`config.mk`:
```
export PLATFORM = sky130hd
export DESIGN_NAME = serial_adder_ctrl
export DESIGN_NICKNAME = d
export VERILOG_FILES = /design/src/rtl/serial_adder_ctrl.sv
export SDC_FILE = /design/constraint.sdc
export NUM_CORES = 1
export LEC_CHECK = 0
export CORE_ASPECT_RATIO = 1.2
export CORE_MARGIN = 1
export CORE_UTILIZATION = 46
export DETAILED_ROUTE_END_ITERATION = 6
export PLACE_DENSITY = 0.71
export SYNTH_ARGS = -nofsm -noshare
export SYNTH_HDL_FRONTEND = slang
export SYNTH_SLANG_ARGS = --single-unit
```
`constraint.sdc`:
```
create_clock -name clk -period 1.3 [get_ports clk]
set_input_delay 0.325 -clock clk [delete_from_list [all_inputs] [get_ports clk]]
set_output_delay 0.325 -clock clk [all_outputs]
set_load 0.01 [all_outputs]
```
`src/rtl/serial_adder_ctrl.sv`:
```
// serial_adder_ctrl: bit-serial add/subtract engine.
// One full-adder cell (two half-adder stages plus an OR for the carry) is
// reused once per bit over WIDTH cycles, LSB first. The block owns the
// operand shift registers, the carry flop, the bit counter and the
// start/done handshake. Results are registered and held until the next
// completion or reset.
module serial_adder_ctrl #(
  parameter int unsigned WIDTH = 8
) (
  input  logic             clk,
  input  logic             rst,
  input  logic             start,
  input  logic             sub,
  input  logic [WIDTH-1:0] a,
  input  logic [WIDTH-1:0] b,
  output logic             busy,
  output logic             done,
  output logic [WIDTH-1:0] sum,
  output logic             carry_out,
  output logic             overflow
);

  localparam int unsigned   CW   = $clog2(WIDTH + 1);
  localparam logic [CW-1:0] LAST = CW'(WIDTH - 1);

  typedef enum logic [1:0] {
    IDLE = 2'd0,
    RUN  = 2'd1,
    DONE = 2'd2
  } state_t;

  state_t           r_state;
  logic [WIDTH-1:0] r_opa;
  logic [WIDTH-1:0] r_opb;
  logic [WIDTH-1:0] r_acc;
  logic             r_carry;
  logic [CW-1:0]    r_cnt;
  logic             r_busy;
  logic             r_done;
  logic [WIDTH-1:0] r_sum;
  logic             r_carry_out;
  logic             r_overflow;

  logic             w_hx;
  logic             w_s;
  logic             w_c;
  logic             w_last;
  logic [WIDTH-1:0] w_acc_next;

  // Shared 1-bit full adder plus the accumulator shift-in of the new bit.
  // The MSB insert is done by index rather than a concatenation so that the
  // WIDTH=1 build never forms a reversed slice.
  always_comb begin
    w_hx       = r_opa[0] ^ r_opb[0];
    w_s        = w_hx ^ r_carry;
    w_c        = (r_opa[0] & r_opb[0]) | (r_carry & w_hx);
    w_last     = (r_cnt == LAST);
    w_acc_next = r_acc >> 1;
    w_acc_next[WIDTH-1] = w_s;
  end

  // Control FSM, datapath registers and registered outputs.
  always_ff @(posedge clk) begin
    if (rst) begin
      r_state     <= IDLE;
      r_opa       <= '0;
      r_opb       <= '0;
      r_acc       <= '0;
      r_carry     <= 1'b0;
      r_cnt       <= '0;
      r_busy      <= 1'b0;
      r_done      <= 1'b0;
      r_sum       <= '0;
      r_carry_out <= 1'b0;
      r_overflow  <= 1'b0;
    end else begin
      r_done <= 1'b0;
      case (r_state)
        IDLE, DONE: begin
          if (start) begin
            // Subtraction is a + ~b + 1: the +1 enters as the initial carry.
            r_opa   <= a;
            r_opb   <= sub ? ~b : b;
            r_carry <= sub;
            r_cnt   <= '0;
            r_acc   <= '0;
            r_busy  <= 1'b1;
            r_state <= RUN;
          end else begin
            r_state <= IDLE;
          end
        end
        RUN: begin
          r_carry <= w_c;
          r_acc   <= w_acc_next;
          r_opa   <= r_opa >> 1;
          r_opb   <= r_opb >> 1;
          r_cnt   <= r_cnt + 1'b1;
          if (w_last) begin
            // On the MSB step r_carry is the carry into the MSB and w_c the
            // carry out of it; their XOR is signed overflow.
            r_sum       <= w_acc_next;
            r_carry_out <= w_c;
            r_overflow  <= r_carry ^ w_c;
            r_busy      <= 1'b0;
            r_done      <= 1'b1;
            r_state     <= DONE;
          end
        end
        default: begin
          r_busy  <= 1'b0;
          r_state <= IDLE;
        end
      endcase
    end
  end

  assign busy      = r_busy;
  assign done      = r_done;
  assign sum       = r_sum;
  assign carry_out = r_carry_out;
  assign overflow  = r_overflow;

endmodule
```
==> results of run 1 <==
routing by layer:
metal | vias up | routed length [µm]
li1 | 787 | -
met1 | 758 | 1650
met2 | 37 | 1950
met3 | 5 | 141
met4 | 0 | 67
met5 | - | 0
per-stage QoR:
| stage | util, % | TNS, ns | area [µm²] |
|---|---|---|---|
| floorplan | - | 0 | 1760 |
| global placement | 60.0 | -6.31 | 2180 |
| detailed placement | 60.0 | -6.44 | 2180 |
| CTS | 62.6 | 0 | 2270 |
| global route | 63.4 | 0 | 2300 |
| finish | 63.4 | 0 | 2300 |
sequential cells by signal (all words and copies together), names as in the netlist:
name / count
r_cnt: 4
r_state: 2
r_carry: 1
r_opb: 8
busy: 1
r_opa: 8
r_acc: 7
sum: 8
overflow: 1
done: 1
carry_out: 1
cell usage after synthesis:
master	number
nor3b_1	1
a211oi_1	1
and3b_1	1
a311oi_1	1
xnor2_1	1
ha_1	1
buf_4	3
o21ai_1	6
nor2_1	2
nand4_1	1
buf_2	13
clkbuf_1	5
nor3_1	2
mux2_1	2
a21oi_1	39
nand3b_1	2
nand2b_1	3
xor2_1	8
o21ai_0	3
a22oi_1	15
fa_1	1
o21bai_1	1
nand2_1	10
and2b_1	1
dfxtp_1	42
nand3_1	35
nor2b_1	1
area by class of cell:
type	count	area share, %
Timing Repair Buffer	48	19.6
Clock buffer	7	3.32
Clock inverter	1	1.30
Multi-Input combinational cell	138	36.3
Tap cell	52	2.83
Sequential cell	42	36.6
power breakdown:
part	switching, µW	total, µW	internal [µW]	leakage [µW]
Clock	428	1000	575	0.0000524
Sequential	35.6	1370	1340	0.000343
Combinational	186	362	175	0.000466
Total	650	2740	2090	0.000861
path summary, 6_finish.rpt:
kind / end
worst max-delay path: sum[7]
worst max register to register: r_opa[2]
worst min register to register: sum[1]
worst min-delay path: sum[1]
kinds of logic (layout without fill, tap and decap cells):
family | Yosys count | count (layout) | share of synthesized area, %
AO/OA/AOI/OAI | 66 | 66 | 21.4
XOR/XNOR | 9 | 9 | 4.48
adder cells (fa/ha/maj) | 2 | 2 | 1.85
buffers and inverters | 21 | 56 | 6.05
flip-flops | 42 | 42 | 47.8
multiplexers | 2 | 2 | 1.28
AND/OR/NAND/NOR | 59 | 59 | 17.1
timing repair:
action                     CTS  global route
setup endpoints to repair   20            25
hold endpoints to repair     0             0
gates resized for setup     14             9
==> results by group, run 1 <==
Detailed routing
  – DRC viols: 0
  – DR WL/cell: 13.2 µm
  – Vias: 1,587
  – First-pass detailed-route iteration total: 4
  – Post-route ant nets: 0
  – Vias per std cell: 5.51
  – Routed WL: 3810 µm
  – Initial DRC count: 64

Floorplan
  – Core ar.: 3630 µm²
  – Row count: 24
  – I/O pin count: 32
  – Chip height: 69.7 µm
  – Initial core utilization: 48.4%
  – Die area: 4070 µm²
  – Die Span X: 58.4 µm

STA
  – Slew margin rel.: 84.6%
  – Setup-failing EPs final: 0
  – Slew Viols, Final: 0
  – RSZ-0062 raised after global routing: no
  – Ratio of final minimum period to clock period: 96.1%
  – Max Fclk: 801 MHz
  – Final Skew: 0.00512 ns
  – Hold Fails Final Rpt: 0
  – Final min period: 1.25 ns
  – Final WS setup: 0.0508 ns
  – Slew of the pin with the lowest slew margin: 0.231 ns
  – WHS: 0.470 ns

Yosys
  – Syn Std Cell Area: 1760 µm²
  – Post-Syn Area per Cell: 8.75 µm²
  – Top cell type's share of synthesized area: 47.8%
  – Sequential-to-total area share from yosys stat: 47.8%
  – Cells after Synth: 201
  – Synth area leaders: dfxtp_1 48%, a21oi_1 11%, nand3_1 10%, a22oi_1 6.4%, xor2_1 4.0%
  – Syn_nets: 223
  – Synth warn: 0
  – Number of synthesized register bits: 42
  – Dominant cell type by area after synthesis: dfxtp_1
  – Synth cell types: 27

Layout
  – Multi-input logic area: 836 µm²
  – Most common cell after layout, fill and taps aside: dfxtp_1
  – Post-Layout Cell Count: 288
  – Layout area overhead: 31.0%
  – N_diodes: 0
  – Fillers: 337
  – Ratio of cells with drive above 1 in the final layout: 13.1%
  – Nets@finish: 257
  – Commonest non-fill, non-tap cells in the layout: 40 x dfxtp_1, 39 x a21oi_1, 35 x nand3_1
  – Flip-flop and latch area: 843 µm²

Critical path
  – Critical path, cell by cell: dlygate4sd2_1
  – Setup crit start: sum[7]
  – Worst r2r src: r_state[1]
  – Worst path bufs/invs: 1
  – Required time worst endpoint: 0.98 ns
  – Critical path endpoint category: output port
  – R2R setup slack: 0.08 ns
  – Crit path depth: 1
  – Max FO, Critical Path: 2
  – Crit start category: register
  – Top delay family on crit path: flip-flops
  – Worst path slowest cell: dfxtp_1
  – R2R depth: 4
  – Crit Path Class: register to output port
  – Worst EP arrival: 0.92 ns
  – Crit path largest cell delay: 0.36 ns

Status
  – Outcome: complete, no violations

Place
  – Port-buffer cells: 31
  – Placed insts: 280
  – Setup WS pre-CTS: -0.264 ns
  – Final estimated routing congestion in global placement: 0.723
  – DP HPWL: 2600 µm

Pwr
  – Pleak: 0.000861 µW
  – Design Power: 2740 µW
  – Peak supply drop: 0.657 mV
  – Power Density: 1190 nW/µm²

Clock tree
  – H-tree Lvls: 2
  – Hold Buf Count CTS: 0
  – Clock transition at the registers of the reported paths: 0.08 ns
  – CTS root buf: clkbuf_8
  – Postcts setup bufs: 0
  – Worst-Skew Late Latency: 0.29 ns
  – Worst-case clock buffer depth: 2
  – Total CTS buffers: 5
  – TritonCTS clock tree: built
  – Num Clock Sinks: 42

Job
  – Max-cap violation count: 0

Global routing
  – First-pass GRT wire length: 6440 µm
  – Total track usage: 20.8%
  – Gr busiest metal: met2
  – Largest net degree at the start of global routing: 27
  – Vias in the first global route: 1,522
  – GR Layer Usage met1: 23.1%
  – Grt met3 use: 5.04%
  – Initial antenna violation count: 0
  – GRT overflow: 0
  – GR met2 Demand/Resource: 36.8%

Hold path
  – Hold path cells: 2
  – HP Start: sum[1]
  – Hold Path Class: register to register
Note: power is estimated with default switching activity, not from simulation.
==> run 2: changes to the inputs <==
Settings changed: CTS_CLUSTER_DIAMETER set to 30.
==> results of run 2 <==
The final DEF is identical to that of run 1; final timing and power are the same.
